**config.mk**
```make
export PLATFORM = sky130hd
export DESIGN_NAME = mips_irq_ctrl_flat
export DESIGN_NICKNAME = d
export VERILOG_FILES = /design/src/rtl/mips_irq_ctrl_if.sv /design/src/rtl/mips_irq_ctrl.sv /design/src/flat_wrapper.sv
export SDC_FILE = /design/constraint.sdc
export NUM_CORES = 1
export LEC_CHECK = 0
export BUFFER_PORTS_ARGS = -buffer_cell sky130_fd_sc_hd__buf_2
export CORE_MARGIN = 3
export CORE_UTILIZATION = 30
export DETAILED_ROUTE_END_ITERATION = 12
export SLEW_MARGIN = 5
export SYNTH_ARGS = -nofsm -noshare
export SYNTH_HDL_FRONTEND = slang
export SYNTH_SLANG_ARGS = --single-unit
```
**constraint.sdc**
```tcl
create_clock -name clk -period 2.9 [get_ports clk]
set_clock_uncertainty 0.05 [all_clocks]
set_input_delay 0.145 -clock clk [delete_from_list [all_inputs] [get_ports clk]]
set_output_delay 0.145 -clock clk [all_outputs]
set_load 0.03 [all_outputs]
```
**src/rtl/mips_irq_ctrl_if.sv**
```systemverilog
// Bus between the mips core and the interrupt controller: config window plus request/ack/rti path.
interface mips_irq_ctrl_if;
  logic        cfg_we;
  logic [1:0]  cfg_addr;
  logic [31:0] cfg_wdata;
  logic [31:0] cfg_rdata;
  logic        irq_req;
  logic [31:0] irq_vector;
  logic        irq_ack;
  logic [31:0] ack_pc;
  logic        rti;
  logic [31:0] rti_pc;
  logic [3:0]  depth;
  logic        nest_err;

  modport master (
    output cfg_we, cfg_addr, cfg_wdata, irq_ack, ack_pc, rti,
    input  cfg_rdata, irq_req, irq_vector, rti_pc, depth, nest_err
  );

  modport slave (
    input  cfg_we, cfg_addr, cfg_wdata, irq_ack, ack_pc, rti,
    output cfg_rdata, irq_req, irq_vector, rti_pc, depth, nest_err
  );
endinterface

```
**src/rtl/mips_irq_ctrl.sv**
```systemverilog
// Vectored interrupt controller: latches, masks and prioritises N_IRQ sources (index 0 highest),
// offers one request at a time to the core and keeps a nested stack of {id, EPC} popped on rti.
module mips_irq_ctrl #(
  parameter int          N_IRQ      = 8,
  parameter int          NEST_DEPTH = 2,
  parameter logic [31:0] VEC_BASE   = 32'h0000_0080,
  parameter int          VEC_STRIDE = 8
) (
  input  logic             clk,
  input  logic             reset,
  input  logic [N_IRQ-1:0] irq_in,
  mips_irq_ctrl_if.slave   bus
);
  localparam int IDW = (N_IRQ > 1) ? $clog2(N_IRQ) : 1;
  localparam logic [0:0] ST_IDLE = 1'b0;
  localparam logic [0:0] ST_REQ  = 1'b1;

  logic [N_IRQ-1:0] mask;
  logic [N_IRQ-1:0] mode;
  logic [N_IRQ-1:0] pend;
  logic [N_IRQ-1:0] prev;
  logic [N_IRQ-1:0] pend_next;
  logic [N_IRQ-1:0] w1c;
  logic [N_IRQ-1:0] ack_clr;
  logic             gie;
  logic             nest_err;
  logic [0:0]       state;
  logic [IDW-1:0]   req_id;
  logic [31:0]      vector;
  logic [IDW-1:0]   stack_id [NEST_DEPTH];
  logic [31:0]      stack_pc [NEST_DEPTH];
  logic [3:0]       depth_q;
  logic [3:0]       depth_pop;
  logic             cand_valid;
  logic [IDW-1:0]   cand_id;
  logic [IDW-1:0]   top_id;
  logic [31:0]      top_pc;
  logic             eligible;
  logic             ack_take;
  logic             rti_pop;
  logic             rti_err;
  logic             push_ok;
  logic             push_drop;
  logic             mask_we;
  logic             mode_we;
  logic             ctrl_we;
  logic             unused_wdata;

  assign unused_wdata = ^bus.cfg_wdata;

  assign mask_we = bus.cfg_we && (bus.cfg_addr == 2'd0);
  assign mode_we = bus.cfg_we && (bus.cfg_addr == 2'd1);
  assign ctrl_we = bus.cfg_we && (bus.cfg_addr == 2'd3);

  // Highest-priority candidate: lowest index that is both pending and unmasked.
  always_comb begin
    cand_valid = 1'b0;
    cand_id    = '0;
    for (int i = N_IRQ - 1; i >= 0; i--) begin
      if (pend[i] && mask[i]) begin
        cand_valid = 1'b1;
        cand_id    = IDW'(i);
      end
    end
  end

  // Top-of-stack lookup; both fields read as zero when nothing is in service.
  always_comb begin
    top_id = '0;
    top_pc = '0;
    for (int k = 0; k < NEST_DEPTH; k++) begin
      if (depth_q == 4'(k + 1)) begin
        top_id = stack_id[k];
        top_pc = stack_pc[k];
      end
    end
  end

  assign eligible  = gie && cand_valid && (depth_q < 4'(NEST_DEPTH)) &&
                     ((depth_q == 4'd0) || (cand_id < top_id));
  assign ack_take  = (state == ST_REQ) && bus.irq_ack;
  assign rti_pop   = bus.rti && (depth_q != 4'd0);
  assign rti_err   = bus.rti && (depth_q == 4'd0);
  assign depth_pop = depth_q - {3'b000, rti_pop};
  assign push_ok   = ack_take && (depth_pop < 4'(NEST_DEPTH));
  assign push_drop = ack_take && !push_ok;

  // Next pending vector: edge sources latch rising edges (set beats clear), level sources follow the line.
  always_comb begin
    ack_clr = '0;
    if (ack_take) ack_clr[req_id] = 1'b1;
    w1c = (bus.cfg_we && (bus.cfg_addr == 2'd2)) ? bus.cfg_wdata[N_IRQ-1:0] : '0;
    pend_next = (mode & ((pend & ~w1c & ~ack_clr) | (irq_in & ~prev))) | (~mode & irq_in);
  end

  // Config registers, pending latch and the sticky nesting error.
  always_ff @(posedge clk) begin
    if (reset) begin
      mask     <= '0;
      mode     <= '0;
      pend     <= '0;
      prev     <= '0;
      gie      <= 1'b0;
      nest_err <= 1'b0;
    end else begin
      prev <= irq_in;
      pend <= pend_next;
      if (mask_we) mask <= bus.cfg_wdata[N_IRQ-1:0];
      if (mode_we) mode <= bus.cfg_wdata[N_IRQ-1:0];
      if (ctrl_we) gie <= bus.cfg_wdata[0];
      if (rti_err || push_drop) nest_err <= 1'b1;
      else if (ctrl_we && bus.cfg_wdata[1]) nest_err <= 1'b0;
    end
  end

  // In-service stack: an rti pops first, then an ack pushes, so both together replace the top.
  always_ff @(posedge clk) begin
    if (reset) begin
      depth_q <= '0;
      for (int k = 0; k < NEST_DEPTH; k++) begin
        stack_id[k] <= '0;
        stack_pc[k] <= '0;
      end
    end else begin
      depth_q <= depth_pop + {3'b000, push_ok};
      for (int k = 0; k < NEST_DEPTH; k++) begin
        if (push_ok && (depth_pop == 4'(k))) begin
          stack_id[k] <= req_id;
          stack_pc[k] <= bus.ack_pc;
        end
      end
    end
  end

  // Request FSM: once a request is offered its id and vector stay frozen until the core acks it.
  always_ff @(posedge clk) begin
    if (reset) begin
      state  <= ST_IDLE;
      req_id <= '0;
      vector <= '0;
    end else begin
      case (state)
        ST_IDLE: begin
          if (eligible) begin
            state  <= ST_REQ;
            req_id <= cand_id;
            vector <= VEC_BASE + 32'(cand_id) * 32'(VEC_STRIDE);
          end
        end
        ST_REQ: begin
          if (ack_take) state <= ST_IDLE;
        end
        default: state <= ST_IDLE;
      endcase
    end
  end

  // Register window read; STATUS holds GIE in bit 0, nest_err in bit 1, depth in [7:4], top id in [12:8].
  always_comb begin
    bus.cfg_rdata = '0;
    case (bus.cfg_addr)
      2'd0: bus.cfg_rdata[N_IRQ-1:0] = mask;
      2'd1: bus.cfg_rdata[N_IRQ-1:0] = mode;
      2'd2: bus.cfg_rdata[N_IRQ-1:0] = pend;
      default: begin
        bus.cfg_rdata[0]    = gie;
        bus.cfg_rdata[1]    = nest_err;
        bus.cfg_rdata[7:4]  = depth_q;
        bus.cfg_rdata[12:8] = 5'(top_id);
      end
    endcase
  end

  assign bus.irq_req    = (state == ST_REQ);
  assign bus.irq_vector = vector;
  assign bus.rti_pc     = top_pc;
  assign bus.depth      = depth_q;
  assign bus.nest_err   = nest_err;
endmodule
```
**src/flat_wrapper.sv**
```systemverilog
// flat-port wrapper written by rule: the top's interface ports become plain ports
module mips_irq_ctrl_flat 
#(
  parameter int          N_IRQ      = 8,
  parameter int          NEST_DEPTH = 2,
  parameter logic [31:0] VEC_BASE   = 32'h0000_0080,
  parameter int          VEC_STRIDE = 8
)
  (clk, reset, irq_in, bus_cfg_we, bus_cfg_addr, bus_cfg_wdata, bus_irq_ack, bus_ack_pc, bus_rti, bus_cfg_rdata, bus_irq_req, bus_irq_vector, bus_rti_pc, bus_depth, bus_nest_err);
  mips_irq_ctrl_if bus_i ();
  input  logic clk;
  input  logic reset;
  input  logic [N_IRQ-1:0] irq_in;
  input wire logic [$bits(bus_i.cfg_we)-1:0] bus_cfg_we;
  input wire logic [$bits(bus_i.cfg_addr)-1:0] bus_cfg_addr;
  input wire logic [$bits(bus_i.cfg_wdata)-1:0] bus_cfg_wdata;
  input wire logic [$bits(bus_i.irq_ack)-1:0] bus_irq_ack;
  input wire logic [$bits(bus_i.ack_pc)-1:0] bus_ack_pc;
  input wire logic [$bits(bus_i.rti)-1:0] bus_rti;
  output wire logic [$bits(bus_i.cfg_rdata)-1:0] bus_cfg_rdata;
  output wire logic [$bits(bus_i.irq_req)-1:0] bus_irq_req;
  output wire logic [$bits(bus_i.irq_vector)-1:0] bus_irq_vector;
  output wire logic [$bits(bus_i.rti_pc)-1:0] bus_rti_pc;
  output wire logic [$bits(bus_i.depth)-1:0] bus_depth;
  output wire logic [$bits(bus_i.nest_err)-1:0] bus_nest_err;
  assign bus_i.cfg_we = bus_cfg_we;
  assign bus_i.cfg_addr = bus_cfg_addr;
  assign bus_i.cfg_wdata = bus_cfg_wdata;
  assign bus_i.irq_ack = bus_irq_ack;
  assign bus_i.ack_pc = bus_ack_pc;
  assign bus_i.rti = bus_rti;
  assign bus_cfg_rdata = bus_i.cfg_rdata;
  assign bus_irq_req = bus_i.irq_req;
  assign bus_irq_vector = bus_i.irq_vector;
  assign bus_rti_pc = bus_i.rti_pc;
  assign bus_depth = bus_i.depth;
  assign bus_nest_err = bus_i.nest_err;
  mips_irq_ctrl #(.N_IRQ(N_IRQ), .NEST_DEPTH(NEST_DEPTH), .VEC_BASE(VEC_BASE), .VEC_STRIDE(VEC_STRIDE)) u_core (.clk(clk), .reset(reset), .irq_in(irq_in), .bus(bus_i));
endmodule
```
==> impl_metrics.toml, run 1 <==
[route]
wire_per_inst_um = 14.8
drc = 0
viasPerCell = 4.58
drt-total-wl_um = 12600
vias = 3890
postRouteAntennaNets = 0
firstDrtPassIters = 7
drt_iter0_drc = 168

[die]
fp.dieW_um = 140
io_pins = 181
dieHeight_um = 140
rows = 48
dieArea_um2 = 19500
start_util_pct = 30.8
core_um2 = 17400

[sta]
rsz0062_at_grt = "false"
slew_violations = 0
finalSetupTns_ps = 0
hold_violations = 0
max_slew_margin_pct = 56.6
fmax_mhz = 363
setup-violations-final = 0
fin_crit_sh_pct = 94.9
worst_slew_pin_slew_ps = 649
fin_hold_ws_ps = 25.9
layout_min_cycle_time_ps = 2750
worst_slack_ps = 147

[power]
leakage_uw = 0.00306
pwr-share-comb_pct = 22.2
swShare_pct = 30.1
power_density_nw_per_um2 = 683
clock_power_share_pct = 39.7
ir_drop_v = 0.000363
pwr-share-seq_pct = 38.1
internal-power_uw = 3370
switching_power_uw = 1460

[cells_and_area]
final_cell_area_um2 = 7070
layout_commonest_cell = "buf_2"
drive_gt1_share_pct = 30.8
antennaDiodeCount = 0
areaGrowthSynthToFinish_pct = 32.0
fin_util_pct = 40.7
final_cell_mix = "buf_2, edfxtp_1, conb_1, dlygate4sd3_1, dfxtp_1"
nets = 696

[critical_path]
end_kind = "flop"
critPathMaxStageDelay_ps = 470
ff2ff_path_depth = 8
reg2reg_from = "u_core.bus.depth[3]"
ff2ff_setup_slack_ps = 150
path_cells = "nor3_1, and2_1, a22oi_1, ha_1, a2111oi_0, a21o_1, o211a_1, mux2_1"
startpoint = "u_core.bus.depth[3]"
critPathRequiredTime_ps = 3130
r2r_end = "u_core.req_id[0]"
cp_slowest_cell = "dfxtp_1"
path_max_fanout = 5
cp-endpoint = "u_core.req_id[0]"
path_class = "flop to flop"
worstPathArrival_ps = 2990
worstSetupStartpointType = "flop"

[yosys]
synth_compound_area_share_pct = 11.6
syn_area_per_cell_um2 = 12.0
synth_ff_type = "edfxtp_1"
ys_types = 52
synth_top_family_by_area = "simple AND/OR/NAND/NOR gates"
synth_edf_count = 70
synthAdderAreaFrac_pct = 1.40
synthXorXnorAreaFrac_pct = 0.818
synthMuxAreaShare_pct = 6.73
yosys_warnings = 0
ys_ff_latch = 113
ys_async_sr_fraction_pct = 0
syn_area_um2 = 5350
yosysSeqAreaShare_pct = 55.3
yosys.area_share.simple_pct = 14.6
syn-instance-count = 446

[global_routing]
grt_max_degree = 41
grt_overflow_total = 0
antenna_found_initial = 0
grt_pass1_wl_um = 20000
first_global_vias = 3938
grtUsageTotal_pct = 12.9

[cts]
path_clk_slew_ps = 60
clock-sinks = 113
post_cts_buffers = 0
insertion_delay_ps = 400
numCtsBuffers = 17
clockBufferDepth = 2
htreeDepth = 4
cts_root_buffer = "clkbuf_16"
cts_tree = "built"

[outcome]
outcome = "complete, no violations"

[run]
maxCapViolations = 0

[min_path]
hold_class = "input port to flop"

[placed_design]
port_buffers = 107
detailed_place.area_um2 = 6020
dp_hpwl_um = 8440
routabilityCongestion = 0.845
pre_cts_slack_ps = 102
## kinds of logic (layout without fill, tap and decap cells)
family | after synthesis | count (layout)
flops | 113 | 113
simple gates | 137 | 137
xor+xnor | 5 | 5
fa+ha+maj | 6 | 6
compound gates | 76 | 76
other cells | 1 | 49
buf+inv | 80 | 210
mux | 28 | 28
## critical path, delay by kind of cell (launching register included)
| kind | cells | cell delay [ps] |
|---|---|---|
| multiplexers | 1 | 330 |
| AO/OA/AOI/OAI | 4 | 1150 |
| AND/OR/NAND/NOR | 2 | 330 |
| flip-flops | 1 | 470 |
| adder cells (fa/ha/maj) | 1 | 310 |
## what timing repair did
item	4_1_cts	5_1_grt
endpoints found under the setup margin	0	1
resized for setup	0	1
hold buffers	49	0
endpoints found under the hold margin	88	0
## worst min path at each step
stage                                        end             start  cells past startpoint  slack (ps)
after floorplan                       u_core.gie  bus_cfg_wdata[0]                      2         240
after global placement            u_core.prev[3]         irq_in[3]                      2         360
after detailed placement          u_core.prev[6]         irq_in[6]                      2         370
after CTS                  u_core.stack_pc[0][7]     bus_ack_pc[7]                      2         0.7
after global routing      u_core.stack_pc[0][11]    bus_ack_pc[11]                      2          10
final                      u_core.stack_pc[0][7]     bus_ack_pc[7]                      2          30
## through the flow
stage,instances,power (µW)
after floorplan,494,2630
after global placement,768,2890
after detailed placement,768,2900
after CTS,849,4890
after global routing,849,5060
final,849,4830
## synthesized netlist by cell type, drive strengths merged (2+ instances only)
cell type | count | area share, %
a22o | 40 | 6.5
clkbuf | 12 | 0.91
nand3b | 4 | 0.56
a2bb2oi | 2 | 0.44
ha | 6 | 1.4
nor4 | 3 | 1.0
a21oi | 3 | 0.28
mux4 | 6 | 2.6
a32oi | 5 | 0.82
nor2b | 15 | 1.8
a22oi | 6 | 0.84
xor2 | 2 | 0.33
a32o | 2 | 0.37
inv | 7 | 0.49
a21o | 3 | 0.42
dfxtp | 43 | 16
nor3 | 2 | 0.19
nand2 | 30 | 2.1
nand2b | 4 | 0.47
and2 | 37 | 4.9
nor2 | 31 | 2.2
nand3 | 3 | 0.28
mux2i | 21 | 3.9
buf | 61 | 8.0
xnor2 | 3 | 0.49
o21ai | 5 | 0.47
edfxtp | 70 | 39
o21bai | 2 | 0.28
a211oi | 3 | 0.42
## layer usage
layer	vias to the layer above	global-route usage, %	part of all wire, %
met2	184	21.8	49
met5	-	0	0
met4	0	4.28	1.9
li1	1851	-	-
met1	1831	15.4	41
met3	24	4.71	8.2
## power by group through the flow
stage / clock network, µW / registers [µW] / logic (µW)
floorplan: 0 / 1890 / 741
detailed placement: 0 / 1870 / 1030
global placement: 0 / 1860 / 1020
global route: 2060 / 1840 / 1160
finish: 1920 / 1840 / 1070
CTS: 1970 / 1830 / 1080
## flip-flops by register name, indices dropped and copies added, names as in the netlist, 4 cells and up
signal / flops
u_core.stack_pc: 64
u_core.pend: 8
u_core.mode: 8
u_core.mask: 8
u_core.prev: 8
u_core.bus.depth: 4
u_core.stack_id: 6
## layout make-up
cell class,count,area (µm²)
clock buffer,21,485
clock inverter,11,76.3
fill,1665,10300
inverter,7,26.3
multi-input combinational,301,2070
sequential,113,2960
tap,225,282
timing repair buffer,171,1160
Note: power is estimated with default switching activity, not from simulation.
==> inputs of run 2 (changes only) <==
Settings changed: HOLD_SLACK_MARGIN set to 0.1.
==> run 2 against run 1 <==
Compared with the run above: sequential cell count is the same; non-clock buffer count grew 3; design area grew 0.42%; combinational power is essentially flat; fmax shrank 0.31%; die area is the same; setup slack lost 8.6 ps; sequential share of layout area shrank 0.18 points; core utilization grew 0.17 points; register-to-register slack is essentially flat; largest power group unchanged; highest routed layer unchanged.
==> impl_metrics.toml, run 2 (synthesis gave the netlist of run 1 again) <==
[cells_and_area]
nets = 699
drive_gt1_share_pct = 30.6
fin_util_pct = 40.9
antennaDiodeCount = 0
final_cell_mix = "buf_2, edfxtp_1, dlygate4sd3_1"
layout_commonest_cell = "buf_2"
areaGrowthSynthToFinish_pct = 32.6
largest_reg_flops = 64
fill_cells = 1657
regMostFlops = "u_core.stack_pc"

[power]
internal-power_uw = 3380
power_density_nw_per_um2 = 680
pwr-share-comb_pct = 22.3
leakage_uw = 0.00307
clock_power_share_pct = 39.7
finalPower_uw = 4830
switching_power_uw = 1450
pwr-share-seq_pct = 38.0
ir_drop_v = 0.000362
swShare_pct = 30.1

[placed_design]
port_buffers = 107
pre_cts_slack_ps = 102
routabilityCongestion = 0.845
dp_hpwl_um = 8440

[min_path]
hold_path_startpoint = "bus_cfg_addr[1]"
hold_class = "input port to flop"

[global_routing]
grt_pass1_wl_um = 20000
grtUsageTotal_pct = 12.9
grt_max_degree = 41
antenna_found_initial = 0
first_global_vias = 3937
grt_overflow_total = 0

[sta]
worst_slew_pin_slew_ps = 650
finalSetupTns_ps = 0
worst_slack_ps = 139
setup-violations-final = 0
fmax_mhz = 362
slew_violations = 0
max_slew_margin_pct = 56.5
fin_hold_ws_ps = 213
layout_min_cycle_time_ps = 2760
rsz0062_at_grt = "false"
fin_crit_sh_pct = 95.2
hold_violations = 0

[critical_path]
path_max_fanout = 5
worstSetupStartpointType = "flop"
path_buf_inv = 0
cp_top_family = "compound AO/OA/AOI/OAI gates"
worstPathArrival_ps = 3000
reg2reg_from = "u_core.bus.depth[3]"
critPathRequiredTime_ps = 3130
startpoint = "u_core.bus.depth[3]"
path_cells = "nor3_1, and2_1, a22oi_1, ha_1, a2111oi_0, a21o_1, o211a_1, mux2_1"
critPathMaxStageDelay_ps = 480
cp_slowest_cell = "dfxtp_1"
path_class = "flop to flop"
end_kind = "flop"

[die]
dieArea_um2 = 19500
start_util_pct = 30.8
core_um2 = 17400
fp.dieW_um = 140
rows = 48
dieHeight_um = 140
io_pins = 181

[cts]
clock-sinks = 113
post_cts_buffers = 0
cts_tree = "built"
insertion_delay_ps = 400
cts_root_buffer = "clkbuf_16"
clockBufferDepth = 2
path_clk_slew_ps = 60
htreeDepth = 4
numCtsBuffers = 17

[route]
drc = 0
wire_per_inst_um = 14.8
postRouteAntennaNets = 0
drt-total-wl_um = 12600
vias = 3890
drt_iter0_drc = 196
firstDrtPassIters = 6
viasPerCell = 4.57

[outcome]
outcome = "complete, no violations"

[run]
maxCapViolations = 0
==> run 2: repair_timing <==
| action | in CTS | in global routing |
|---|---|---|
| setup endpoints to repair | 0 | 1 |
| hold buffers | 52 | 0 |
| hold endpoints to repair | 104 | 0 |
| gates resized for setup | 0 | 1 |
==> run 2: worst paths after layout <==
check	to	slack, ps	depth (start not counted)
setup / recovery	u_core.req_id[0]	140	8
hold / removal	u_core.gie	210	4
setup reg to reg	u_core.req_id[0]	140	8
hold reg to reg	u_core.bus.irq_vector[7]	410	2
==> run 2: layout make-up <==
class                           instances  area [µm²]  share of cell area (%)
Clock buffer                           21         485                    6.84
Clock inverter                         11        76.3                    1.08
Inverter                                7        26.3                   0.370
Multi-Input combinational cell        301        2070                    29.2
Sequential cell                       113        2960                    41.8
Tap cell                              225         282                    3.97
Timing Repair Buffer                  174        1190                    16.8
==> run 2: per-layer routing <==
metal	vias to the layer above	GRT usage, %	wire (µm)
li1	1854	-	-
met1	1842	15.4	5200
met2	176	21.9	6200
met3	18	4.71	1010
met4	0	4.28	177
met5	-	0	0
==> run 2: stage by stage <==
step	cells	area, µm²
after floorplan	494	5540
after global placement	768	6020
after detailed placement	768	6020
after CTS	852	7100
after global routing	852	7100
final	852	7100
==> run 2: power groups by stage <==
| stage | clock network (µW) | registers (µW) | logic (µW) |
|---|---|---|---|
| 2_1_floorplan | 0 | 1890 | 741 |
| 3_3_place_gp | 0 | 1860 | 1020 |
| 3_5_place_dp | 0 | 1870 | 1030 |
| 4_1_cts | 1970 | 1830 | 1090 |
| 5_1_grt | 2060 | 1840 | 1160 |
| 6_report | 1920 | 1840 | 1080 |
==> run 2: worst register-to-register path, cell delays in order (launching register included) <==
cell,delay [ps]
dfxtp_1,480
nor3_1,120
and2_1,210
a22oi_1,300
ha_1,310
a2111oi_0,420
a21o_1,200
o211a_1,230
mux2_1,330
